`src/rtl/prbs_ctrl_pkg.sv`:
```
// Shared types and widths for the PRBS run sequencer and its helpers.
package prbs_ctrl_pkg;

    localparam int PRBS_WORD_W = 32;
    localparam int PRBS_N_W    = 8;

    typedef enum logic [1:0] {IDLE, LOAD, RUN, DONE} seq_state_t;

    // Result of the last run; at most one bit is ever set.
    typedef struct packed {
        logic pass;
        logic timed_out;
        logic aborted;
        logic err_cfg;
    } seq_status_t;

endpackage

```
`src/rtl/prbs_run_counter.sv`:
```
// RUN-cycle counter: clear, enable, saturate at all-ones, terminal-count flag.
// run_cnt_o is the count of the cycle in progress (register + 1), so the
// first enabled cycle after a clear already reads 1.
module prbs_run_counter #(
    parameter int CNT_W          = 16,
    parameter int TIMEOUT_CYCLES = 1024
) (
    input  logic             CLK,
    input  logic             RST,
    input  logic             clr_i,
    input  logic             en_i,
    output logic [CNT_W-1:0] run_cnt_o,
    output logic             tc_o
);

    localparam logic [CNT_W-1:0] CNT_MAX = '1;
    localparam logic [CNT_W-1:0] TC_VAL  = CNT_W'(TIMEOUT_CYCLES);

    logic [CNT_W-1:0] cnt_q, cnt_d, cnt_inc;

    // Saturating increment; never wraps back to zero.
    always_comb begin
        cnt_inc = (cnt_q == CNT_MAX) ? cnt_q : cnt_q + CNT_W'(1);
    end

    // Next count: clear has priority over enable.
    always_comb begin
        cnt_d = cnt_q;
        if (clr_i)     cnt_d = '0;
        else if (en_i) cnt_d = cnt_inc;
    end

    // Count register.
    always_ff @(posedge CLK or posedge RST) begin
        if (RST) cnt_q <= '0;
        else     cnt_q <= cnt_d;
    end

    assign run_cnt_o = cnt_inc;
    assign tc_o      = (cnt_inc == TC_VAL);

endmodule

```
`src/rtl/prbs_test_sequencer.sv`:
```
// Sequences one PRBS generate/detect run: load strobe to the wrapper, wait for
// detect / timeout / abort, then report a sticky status and the RUN latency.
module prbs_test_sequencer
    import prbs_ctrl_pkg::*;
#(
    parameter int TIMEOUT_CYCLES = 1024,
    parameter int CNT_W          = 16
) (
    input  logic                   CLK,
    input  logic                   RST,
    input  logic                   start,
    input  logic [PRBS_WORD_W-1:0] cfg_word,
    input  logic [PRBS_N_W-1:0]    cfg_n,
    input  logic                   abort,
    output logic                   prbs_data_valid,
    output logic [PRBS_WORD_W-1:0] prbs_in,
    output logic [PRBS_N_W-1:0]    prbs_n,
    input  logic                   pattern_detected,
    output logic                   busy,
    output logic                   done,
    output logic                   pass,
    output logic                   timed_out,
    output logic                   aborted,
    output logic                   err_cfg,
    output logic [CNT_W-1:0]       latency
);

    seq_state_t             state_q, state_d;
    seq_status_t            stat_q, stat_d;
    logic [CNT_W-1:0]       lat_q, lat_d;
    logic [PRBS_WORD_W-1:0] word_q, word_d;
    logic [PRBS_N_W-1:0]    n_q, n_d;
    logic [CNT_W-1:0]       run_cnt;
    logic                   cnt_clr, cnt_en, cnt_tc;

    prbs_run_counter #(
        .CNT_W          (CNT_W),
        .TIMEOUT_CYCLES (TIMEOUT_CYCLES)
    ) u_cnt (
        .CLK       (CLK),
        .RST       (RST),
        .clr_i     (cnt_clr),
        .en_i      (cnt_en),
        .run_cnt_o (run_cnt),
        .tc_o      (cnt_tc)
    );

    // Next state, captured config, status and latency.
    always_comb begin
        state_d = state_q;
        stat_d  = stat_q;
        lat_d   = lat_q;
        word_d  = word_q;
        n_d     = n_q;
        cnt_clr = 1'b0;
        cnt_en  = 1'b0;
        case (state_q)
            IDLE: begin
                if (start) begin
                    stat_d = '0;
                    lat_d  = '0;
                    if (cfg_n != '0) begin
                        state_d = LOAD;
                        word_d  = cfg_word;
                        n_d     = cfg_n;
                    end else begin
                        // Zero repeat count: report and skip the wrapper entirely.
                        state_d        = DONE;
                        stat_d.err_cfg = 1'b1;
                    end
                end
            end
            LOAD: begin
                // The strobe is driven this cycle regardless of abort.
                cnt_clr = 1'b1;
                state_d = RUN;
                if (abort) begin
                    state_d        = DONE;
                    stat_d.aborted = 1'b1;
                    lat_d          = '0;
                end
            end
            RUN: begin
                cnt_en = 1'b1;
                if (abort) begin
                    state_d        = DONE;
                    stat_d.aborted = 1'b1;
                    lat_d          = run_cnt;
                end else if (pattern_detected) begin
                    state_d     = DONE;
                    stat_d.pass = 1'b1;
                    lat_d       = run_cnt;
                end else if (cnt_tc) begin
                    state_d          = DONE;
                    stat_d.timed_out = 1'b1;
                    lat_d            = run_cnt;
                end
            end
            DONE: begin
                state_d = IDLE;
            end
            default: begin
                state_d = IDLE;
            end
        endcase
    end

    // State and result registers.
    always_ff @(posedge CLK or posedge RST) begin
        if (RST) begin
            state_q <= IDLE;
            stat_q  <= '0;
            lat_q   <= '0;
            word_q  <= '0;
            n_q     <= '0;
        end else begin
            state_q <= state_d;
            stat_q  <= stat_d;
            lat_q   <= lat_d;
            word_q  <= word_d;
            n_q     <= n_d;
        end
    end

    assign prbs_data_valid = (state_q == LOAD);
    assign prbs_in         = word_q;
    assign prbs_n          = n_q;
    assign busy            = (state_q == LOAD) || (state_q == RUN);
    assign done            = (state_q == DONE);
    assign pass            = stat_q.pass;
    assign timed_out       = stat_q.timed_out;
    assign aborted         = stat_q.aborted;
    assign err_cfg         = stat_q.err_cfg;
    assign latency         = lat_q;

endmodule

```
`config.mk`:
```
export PLATFORM = sky130hd
export DESIGN_NAME = prbs_test_sequencer
export DESIGN_NICKNAME = d
export VERILOG_FILES = /design/src/rtl/prbs_ctrl_pkg.sv /design/src/rtl/prbs_run_counter.sv /design/src/rtl/prbs_test_sequencer.sv
export SDC_FILE = /design/constraint.sdc
export NUM_CORES = 1
export LEC_CHECK = 0
export BUFFER_PORTS_ARGS = -buffer_cell sky130_fd_sc_hd__clkbuf_2
export CAP_MARGIN = 20
export CELL_PAD_IN_SITES_DETAIL_PLACEMENT = 1
export CELL_PAD_IN_SITES_GLOBAL_PLACEMENT = 2
export CORE_ASPECT_RATIO = 1.5
export CORE_MARGIN = 10
export CORE_UTILIZATION = 33
export CTS_CLUSTER_DIAMETER = 150
export DETAILED_ROUTE_END_ITERATION = 8
export PLACE_DENSITY_LB_ADDON = 0.1
export SYNTH_ARGS = -nofsm -noshare
export SYNTH_HDL_FRONTEND = slang
export SYNTH_SLANG_ARGS = --single-unit
```
`constraint.sdc`:
```
create_clock -name CLK -period 3.6 [get_ports CLK]
set_clock_uncertainty 0.2 [all_clocks]
set_input_delay 0.18 -clock CLK [delete_from_list [all_inputs] [get_ports CLK]]
set_output_delay 0.18 -clock CLK [all_outputs]
set_load 0.01 [all_outputs]
```
# --- After elaboration in Yosys (flattened, before gate mapping) ---
# Cells that the tools add are included.
# Widths: inputs -> output; s select.
classes:
  eq_ne: 13
  n_addsub: 1
  muxes: 27
  reduce_logical: 15
op_table:
  columns: ["cell", "n"]
  rows:
  - ["$mux 16", 8]
  - ["$pmux 16 s3", 1]
  - ["$add 16x1->16 const B", 1]
  - ["$eq 16x11->1 const B", 1]
  - ["$eq 16x16->1 const B", 1]
  - ["$mux 2", 6]
  - ["$ne 2x2->1 const B", 6]
  - ["$mux 1", 8]
  - ["$pmux 2 s4", 1]
  - ["$reduce_and 4->1", 2]
  - ["$reduce_bool 8->1", 1]
  - ["$reduce_and 3->1", 2]
  - ["$reduce_bool 2->1", 3]
  - ["$reduce_and 5->1", 1]
  - ["$eq 2x2->1 const B", 2]
  - ["$mux 4", 1]
  - ["$ne 4x4->1 const B", 1]
  - ["$pmux 2 s2", 1]
  - ["$reduce_and 2->1", 2]
  - ["$reduce_bool 3->1", 1]
  - ["$eq 2x1->1 const B", 1]
  - ["$logic_not 2->1", 1]
  - ["$ne 2x1->1 const B", 1]
  - ["$pmux 1 s2", 1]
  - ["other kinds (2)", 2]
totals:
  register_bits: 78
  elab_cells: 65
  inputBits: 45
  output_inout_bits: 63

# --- Logic depth before layout (Yosys ltp) ---
# Gate-level depths: netlist of the first run.
logic_depth:
  word_depth: 7
  depth_mapped: 11
  depth_no_buf: 8

# --- Hierarchy ---
# Synthesis of the first run repeated with hierarchy kept, for this count alone.
unflattened:
  hier_cells: 365
  hier_area_um2: 4017.6
by_module_without_submodules:
  columns: ["module", "seq_area_each_um2", "area_per_inst_um2", "cells_each", "n_inst"]
  rows:
  - ["prbs_test_sequencer", 1551.5, 2628.8, 198, 1]
  - ["prbs_run_counter", 400.4, 1388.8, 167, 1]

# --- Worst setup path before layout of the first run ---
# OpenSTA, ideal clock, no wires.
synth_timing:
  path_kind: "register -> register"
  from: "reg u_cnt.cnt_q[0]"
  to: "reg lat_q[11], in the netlist latency[11]"
  setup_time_ns: 0.125
  period_less_slack_ns: 3.123
  path_stages_with_launch: 12
  t_arrival_ns: 2.798
  path_slack_ns: 0.477
  required_time_ns: 3.275
  path_buffers: 3
  cell_sequence: "dfrtp_1 > ha_1 > and4_1 > buf_2 > nand2_1 > mux2_2 > a2111o_1 > nor4_4 > o211a_1 > buf_6 > buf_12 > mux2_4"
synth_via:
  elab_chain_len: 6
  word_cells_on_any_way: 10
  cone_classes: "1 x add/sub; 3 x eq/ne; 5 x mux; 1 x reduce/logical"
synth_rtl:
  columns: ["item", "line", "text"]
  rows:
  - ["start, declared", "prbs_run_counter.sv:19", "logic [CNT_W-1:0] cnt_q, cnt_d, cnt_inc;"]
  - ["start signal, assigned", "prbs_run_counter.sv:36", "else cnt_q <= cnt_d;"]
  - ["$add 16x1->16 / $eq 16x16->1 (equally long branches)", "prbs_run_counter.sv:23", "cnt_inc = (cnt_q == CNT_MAX) ? cnt_q : cnt_q + CNT_W'(1);"]
  - ["$mux 16 (*)", "prbs_run_counter.sv:23", null]
  - ["branches (longest 4 deep; another with $eq 16x11->1)", null, null]
  - ["end signal, assigned", "prbs_test_sequencer.sv:119", "lat_q <= lat_d;"]
  - ["end, declared", "prbs_test_sequencer.sv:30", "logic [CNT_W-1:0] lat_q, lat_d;"]
# Every way passes the cells marked *. The select of a mux whose other input is x is not followed.
# A chain may end at the register's enable or synchronous reset.

# --- Final worst setup path of the first run ---
layout_timing:
  from: "reg u_cnt.cnt_q[0]"
  to: "reg lat_q[4], in the netlist latency[4]"
# The elaborated chain is that of the path after synthesis.

==> reports/results.txt, run 1 <==
Status: finished clean
Starting density of the core: 33.5%
Cells after Synth: 336
Leak: 0.00247 µW
Max-cap violations: 0
Mean area per synthesized cell: 11.4 µm²
Sequential area share after synthesis: 51.0%
Prevailing post-synth register cell: dfrtp_1
Die area: 16400 µm²
Vias/cell: 5.03
WL final: 12.4 mm
Hold slack: 0.0366 ns
CP Capture Type: flop
IO buf count: 107
Layout cells sized above 1: 39.1%
Die Width: 108 µm
Layout Nets: 539
Count of pins over their slew limit: 0
Die Span Y: 152 µm
RSZ-0062 raised after global routing: no
Fillcell total: 1305
Yosys reg bits: 78
Rel. slew slack: 51.0%
Clk slew on worst S/H paths: 0.06 ns
Total gr overflow: 0
Final hold vios: 0
Final Cycle Share: 94.1%
CP Max Fanout: 16
CTS Buf Count: 9
Largest net degree at the start of global routing: 43
Area delta synth->final: 38.5%
Syn Nets: 386
CTS H-Tree Depth: 3
Count of different cell masters after synthesis: 48
Routed WL per cell: 19.2 µm
Vias in the first global route: 3680
Post-DRT Antenna Nets: 0
Max Clk Rate: 0.295 GHz
Peak VDD IR: 367 µV
Reg area: 1950 µm²
Worst Hold Class: in2reg
Setup TNS: 0 ns
Multi-input gate area: 1710 µm²
1st-iter DRT viols: 71
Min-delay src: start
Post-DP HPWL: 8.92 mm
Longest Clk Path Bufs: 2
First-pass GRT wire length: 20.2 mm
Clk_lat worst skew: 0.34 ns
CTS tree: built
Core area: 11400 µm²
CTS root buffer: clkbuf_16
GRT Resource Usage Total: 15.6%
FP Rows: 48
Yosys warns: 0
Clk sinks: 78
Initial antenna violation count: 0
Final setup viols: 0
Antenna cells: 0
P per Cell Area: 756 nW/µm²
DRC Markers: 0
1st-pass router iterations: 4
CP startpoint kind: flop
Routability cong.: 0.791
Ys async rst share: 100%
Worst setup startpoint: u_cnt.cnt_q[0]$_DFFE_PP0P_
Routed vias: 3236
Number of synthesized flops with an enable pin: 0
CP required: 3.62 ns
CP arrival: 3.40 ns
Num ports: 108
Final worst path period need: 3.39 ns
Setup Buffers After CTS: 0
Least-Margin Pin Slew: 0.734 ns
Post-synthesis cell area: 3820 µm²
WS Path Type: reg2reg
R2r startpoint: u_cnt.cnt_q[0]$_DFFE_PP0P_
## worst paths after layout
| path | endpoint | slack, ns | cells after the start |
|---|---|---|---|
| worst max-delay path | latency[4]$_DFFE_PP0P_ | 0.21 | 9 |
| worst min-delay path | timed_out$_DFFE_PP0P_ | 0.04 | 3 |
| worst max register to register | latency[4]$_DFFE_PP0P_ | 0.21 | 9 |
| min in group asynchronous | latency[10]$_DFFE_PP0P_ | 0.27 | 3 |
| max in group asynchronous | latency[4]$_DFFE_PP0P_ | 1.94 | 4 |
| worst min register to register | prbs_in[6]$_DFFE_PP0P_ | 0.31 | 1 |
## cells in the mapped netlist (2+ instances only)
cell type | number | area [µm²]
dfrtp_1 | 78 | 1950
mux2_2 | 47 | 529
a21oi_1 | 23 | 115
nand2_1 | 23 | 86.3
nor2_1 | 17 | 63.8
inv_1 | 14 | 52.6
o21ai_0 | 14 | 70.1
mux2i_1 | 11 | 110
clkbuf_1 | 10 | 37.5
nand4_1 | 8 | 50.1
a22o_1 | 5 | 43.8
a31oi_1 | 5 | 31.3
ha_1 | 5 | 62.6
nand3_1 | 5 | 25.0
nor3_1 | 5 | 25.0
xnor2_1 | 5 | 43.8
nand2b_1 | 4 | 25.0
o31ai_1 | 4 | 30.0
and4_1 | 3 | 26.3
buf_2 | 3 | 15.0
buf_6 | 3 | 33.8
mux2_4 | 3 | 45.0
o2bb2ai_1 | 3 | 26.3
or3_1 | 3 | 18.8
a31o_2 | 2 | 17.5
and2_1 | 2 | 12.5
and3_1 | 2 | 12.5
and4_4 | 2 | 22.5
clkinv_1 | 2 | 7.51
nor4_1 | 2 | 12.5
nor4_4 | 2 | 42.5
o211a_1 | 2 | 20.0
o211ai_1 | 2 | 15.0
o21bai_1 | 2 | 15.0
or2_2 | 2 | 12.5
## sequential cells by signal (all words and copies together), names as in the netlist
register	flops
aborted	1
err_cfg	1
latency	16
pass	1
prbs_in	32
prbs_n	8
state_q	2
timed_out	1
u_cnt.cnt_q	16
## worst max-delay path, cell delays in order (launching register included)
cell and delay, ns:
dfrtp_1 0.46, ha_1 0.30, nand4_1 0.31, nor3_1 0.32, mux2i_1 0.32, nand4_1 0.21
nor4_4 0.38, o211a_1 0.24, buf_12 0.18, mux2_2 0.35
## layout by cell type, fill, tap and decap left out, types with 8 or more instances in the layout
| master | instances |
|---|---|
| clkbuf_2 | 107 |
| dfrtp_1 | 78 |
| mux2_2 | 47 |
| dlygate4sd3_1 | 44 |
| nand2_1 | 23 |
| a21oi_1 | 22 |
| nor2_1 | 17 |
| o21ai_0 | 14 |
| inv_1 | 13 |
| mux2i_1 | 11 |
| clkbuf_16 | 9 |
| nand4_1 | 8 |
| buf_4 | 8 |
## cell type report
type | instances | area share, %
multi-input combinational | 223 | 32.2
clock inverter | 6 | 1.65
clock buffer | 9 | 4.25
tap | 150 | 3.54
timing repair buffer | 161 | 20.3
inverter | 16 | 1.16
sequential | 78 | 36.9
## report_power, final
part	internal [µW]	leakage, µW	total, µW	switching (µW)
sequential	1160	0.000992	1340	176
clock	603	0.000155	977	374
combinational	770	0.00133	1690	919
## layer usage
layer	global-route usage [%]	up-vias	wire length, µm	share of wire (%)
li1	-	1521	-	-
met4	7.47	0	366	3.0
met5	0	-	0	0
met2	28.3	80	6860	55
met3	3.94	24	598	4.8
met1	15.8	1611	4540	37
## through the flow
stage / setup WS [ns] / instance area [µm²] / cells / total power, µW / utilization (%)
floorplan: 0.477 / 3820 / 336 / 2360 / -
global placement: 0.376 / 4540 / 584 / 3000 / 39.8
detailed placement: 0.200 / 4540 / 584 / 3030 / 39.8
CTS: 0.178 / 5300 / 643 / 4080 / 46.4
global route: 0.00984 / 5300 / 643 / 4270 / 46.4
finish: 0.213 / 5300 / 643 / 4010 / 46.4
## kinds of logic (layout without fill, tap and decap cells)
group,count (synthesis),in the layout,share of synthesized area (%)
AND/OR/NAND/NOR,82,82,11.8
AO/OA/AOI/OAI,70,70,11.9
adder cells (fa/ha/maj),5,5,1.64
flip-flops,78,78,51.0
multiplexers,61,61,17.9
XOR/XNOR,5,5,1.14
buffers and inverters,35,192,4.65
## repair_timing
item	in CTS	in global routing
hold buffers	44	0
resized for setup	0	0
endpoints found under the hold margin	84	0
(Power assumes the default switching activity.)
==> run 2: changes to the inputs <==
- ABC_AREA: not set -> 1
- CORE_UTILIZATION: 33 -> 30
==> run 2 against run 1 <==
  * Maximum frequency is 10% higher
  * Combinational power is 10% lower
  * Register-to-register slack better by 0.31 ns
  * Sequential power hardly changed
  * Non-clock buffer count is 7 lower
  * Worst setup slack better by 0.31 ns
  * Worst hold slack worse by 0.0032 ns
  * Synthesized cell count is 45% higher
  * Flip-flop and latch count stayed put
  * Critical path type unchanged
  * Critical endpoint is now latency[15]$_DFFE_PP0P_
  * Largest cell class unchanged
  * Highest routed layer unchanged
==> reports/results.txt, run 2 <==
Prevailing post-synth register cell: dfrtp_1 (unchanged)
Rel. slew slack: 41.7% (was 51.0%)
Routed WL per cell: 17.4 µm (was 19.2 µm)
CTS Buf Count: 9 (unchanged)
Max-cap violations: 0 (unchanged)
CP startpoint kind: flop (unchanged)
DRC Markers: 0 (unchanged)
Peak VDD IR: 309 µV (was 367 µV)
Largest register FFs: 32 (unchanged)
Final hold vios: 0 (unchanged)
GRT Resource Usage Total: 15.2% (was 15.6%)
Post-DP HPWL: 10.6 mm (was 8.92 mm)
CTS H-Tree Depth: 3 (unchanged)
Final setup viols: 0 (unchanged)
Ys async rst share: 100% (unchanged)
Yosys reg bits: 78 (unchanged)
Top-count cell post-synth: nand2_1 (was dfrtp_1)
Post-synthesis cell area: 3950 µm² (was 3820 µm²)
CP Max Fanout: 18 (was 16)
Count of pins over their slew limit: 0 (unchanged)
Commonest cells after routing, fill and taps aside: nand2_1, clkbuf_2, dfrtp_1 (was clkbuf_2, dfrtp_1, mux2_2)
Largest net degree at the start of global routing: 48 (was 43)
Setup Buffers After CTS: 0 (unchanged)
1st-iter DRT viols: 157 (was 71)
Layout Nets: 681 (was 539)
Number of synthesized flops with an enable pin: 0 (unchanged)
Antenna cells: 0 (unchanged)
Die area: 18300 µm² (was 16400 µm²)
Mean area per synthesized cell: 8.14 µm² (was 11.4 µm²)
Cells after Synth: 486 (was 336)
Die Width: 114 µm (was 108 µm)
First-pass GRT wire length: 22.2 mm (was 20.2 mm)
Yosys warns: 0 (unchanged)
CTS root buffer: clkbuf_16 (unchanged)
Top cells by area, synth: dfrtp_1, nand2_1, nand4_1 (was dfrtp_1, mux2_2, a21oi_1)
Syn Nets: 536 (was 386)
WL final: 13.8 mm (was 12.4 mm)
CTS tree: built (unchanged)
Clk_lat worst skew: 0.34 ns (about the same)
Place WS: 0.498 ns (was 0.200 ns)
Post-DRT Antenna Nets: 0 (unchanged)
Routability cong.: 0.875 (was 0.791)
CP Capture Type: flop (unchanged)
Clk sinks: 78 (unchanged)
RSZ-0062 raised after global routing: no (unchanged)
Num ports: 108 (unchanged)
Sequential area share after synthesis: 49.4% (was 51.0%)
Clk slew on worst S/H paths: 0.07 ns (was 0.06 ns)
Least-Margin Pin Slew: 0.874 ns (was 0.734 ns)
Cell taking the most area after synthesis: dfrtp_1 (unchanged)
Post-CTS sizing: 0 (unchanged)
Vias in the first global route: 4044 (was 3680)
Starting density of the core: 30.5% (was 33.5%)
Initial antenna violation count: 0 (unchanged)
Die Span Y: 161 µm (was 152 µm)
Post-CTS Hold Fix Bufs: 42 (was 44)
Routed vias: 3707 (was 3236)
Final Cycle Share: 85.5% (was 94.1%)
Leak: 0.00289 µW (was 0.00247 µW)
Setup TNS: 0 ns (unchanged)
Count of different cell masters after synthesis: 33 (was 48)
CP required: 3.62 ns (about the same)
Longest Clk Path Bufs: 2 (unchanged)
P per Cell Area: 712 nW/µm² (was 756 nW/µm²)
WS Path Type: reg2reg (unchanged)
Final worst path period need: 3.08 ns (was 3.39 ns)
CP arrival: 3.09 ns (was 3.40 ns)
Layout cells sized above 1: 27.6% (was 39.1%)
Final worst slack: 0.523 ns (was 0.213 ns)
Area delta synth->final: 35.7% (was 38.5%)
Total gr overflow: 0 (unchanged)
Core area: 13000 µm² (was 11400 µm²)
Commonest non-fill, non-tap cell in the layout: nand2_1 (was clkbuf_2)
Status: finished clean (unchanged)
IO buf count: 107 (unchanged)
FP Rows: 51 (was 48)
Max Clk Rate: 0.325 GHz (was 0.295 GHz)
Vias/cell: 4.67 (was 5.03)
Post-synth top cells: nand2_1, dfrtp_1, inv_1, nor2_1, nand4_1 (was dfrtp_1, mux2_2, a21oi_1, nand2_1, nor2_1)
Post-synth top area share: 49.4% (was 51.0%)
Worst Hold Class: in2reg (unchanged)
1st-pass router iterations: 4 (unchanged)
run 2: cell types whose count changed in the layout (fill, tap and decap cells not counted), sizes merged, moves of 5 or more:
cell / change
mux2i: -11
nand2: +187
buf: -5
nor2: +31
a22o: -5
and4: -5
mux2: -50
xnor2: -5
inv: +25
a21oi: -17
nand3: +12
nand4: +14
o22ai: +14
run 2: layout make-up:
cell class,instances,area [µm²]
Fill cell,1579,7590
Sequential cell,78,1950
Multi-Input combinational cell,348,1760
Timing Repair Buffer,154,993
Clock buffer,10,229
Tap cell,159,199
Inverter,40,151
Clock inverter,5,85.1
run 2: worst paths after layout:
kind,start,end,slack [ns],cells after the start
max in group asynchronous,RST,prbs_n[4]$_DFFE_PP0P_,1.89,4
setup reg to reg,u_cnt.cnt_q[0]$_DFFE_PP0P_,latency[15]$_DFFE_PP0P_,0.52,12
hold reg to reg,prbs_in[26]$_DFFE_PP0P_,prbs_in[26]$_DFFE_PP0P_,0.27,2
setup / recovery,u_cnt.cnt_q[0]$_DFFE_PP0P_,latency[15]$_DFFE_PP0P_,0.52,12
min in group asynchronous,RST,prbs_in[10]$_DFFE_PP0P_,0.34,3
hold / removal,abort,state_q[0]$_DFFE_PP0P_,0.03,3
run 2: where the power goes:
part | total, µW | switching [µW] | internal [µW] | leakage [µW]
sequential | 1320 | 174 | 1150 | 0.00102
combinational | 1520 | 1010 | 508 | 0.00172
clock | 979 | 373 | 606 | 0.000149
run 2: per-layer routing:
layer	up-vias	track usage, %	wire (µm)
met5	-	0	0
met4	0	5.03	265
met3	16	3.17	648
met2	81	28.3	7590
met1	1771	16.4	5300
li1	1839	-	-
run 2: logic make-up after synthesis:
kind of cell               synth area share [%]
and+or+nand+nor                            36.5
xor gates and xnor gates                  0.665
DFF                                        49.4
AOI/OAI and AO/OA                          5.60
adders and majority gates                  1.58
buffers and inverters                      6.33
run 2: critical path: stages (launching register included):
cell and delay (ns):
dfrtp_1 0.43, ha_1 0.29, nand3_1 0.18, o21bai_1 0.17
nand2_1 0.09, nor3_1 0.37, nand2_1 0.12, nor2_2 0.19
nand3_2 0.14, nand3_4 0.19, nand3_4 0.36, nand2_1 0.18
nand2_1 0.06
run 2: stage by stage:
| stage | area (µm²) | utilization (%) | hold WS (ns) | cells | power (µW) |
|---|---|---|---|---|---|
| 3_5_place_dp | 4630 | 35.7 | 0.168 | 737 | 2860 |
| 4_1_cts | 5370 | 41.4 | 0.0316 | 794 | 3890 |
| 5_1_grt | 5370 | 41.4 | 0.0561 | 794 | 4110 |
| 2_1_floorplan | 3950 | - | 0.0967 | 486 | 2280 |
| 3_3_place_gp | 4630 | 35.7 | 0.173 | 737 | 2830 |
| 6_report | 5370 | 41.4 | 0.0335 | 794 | 3820 |
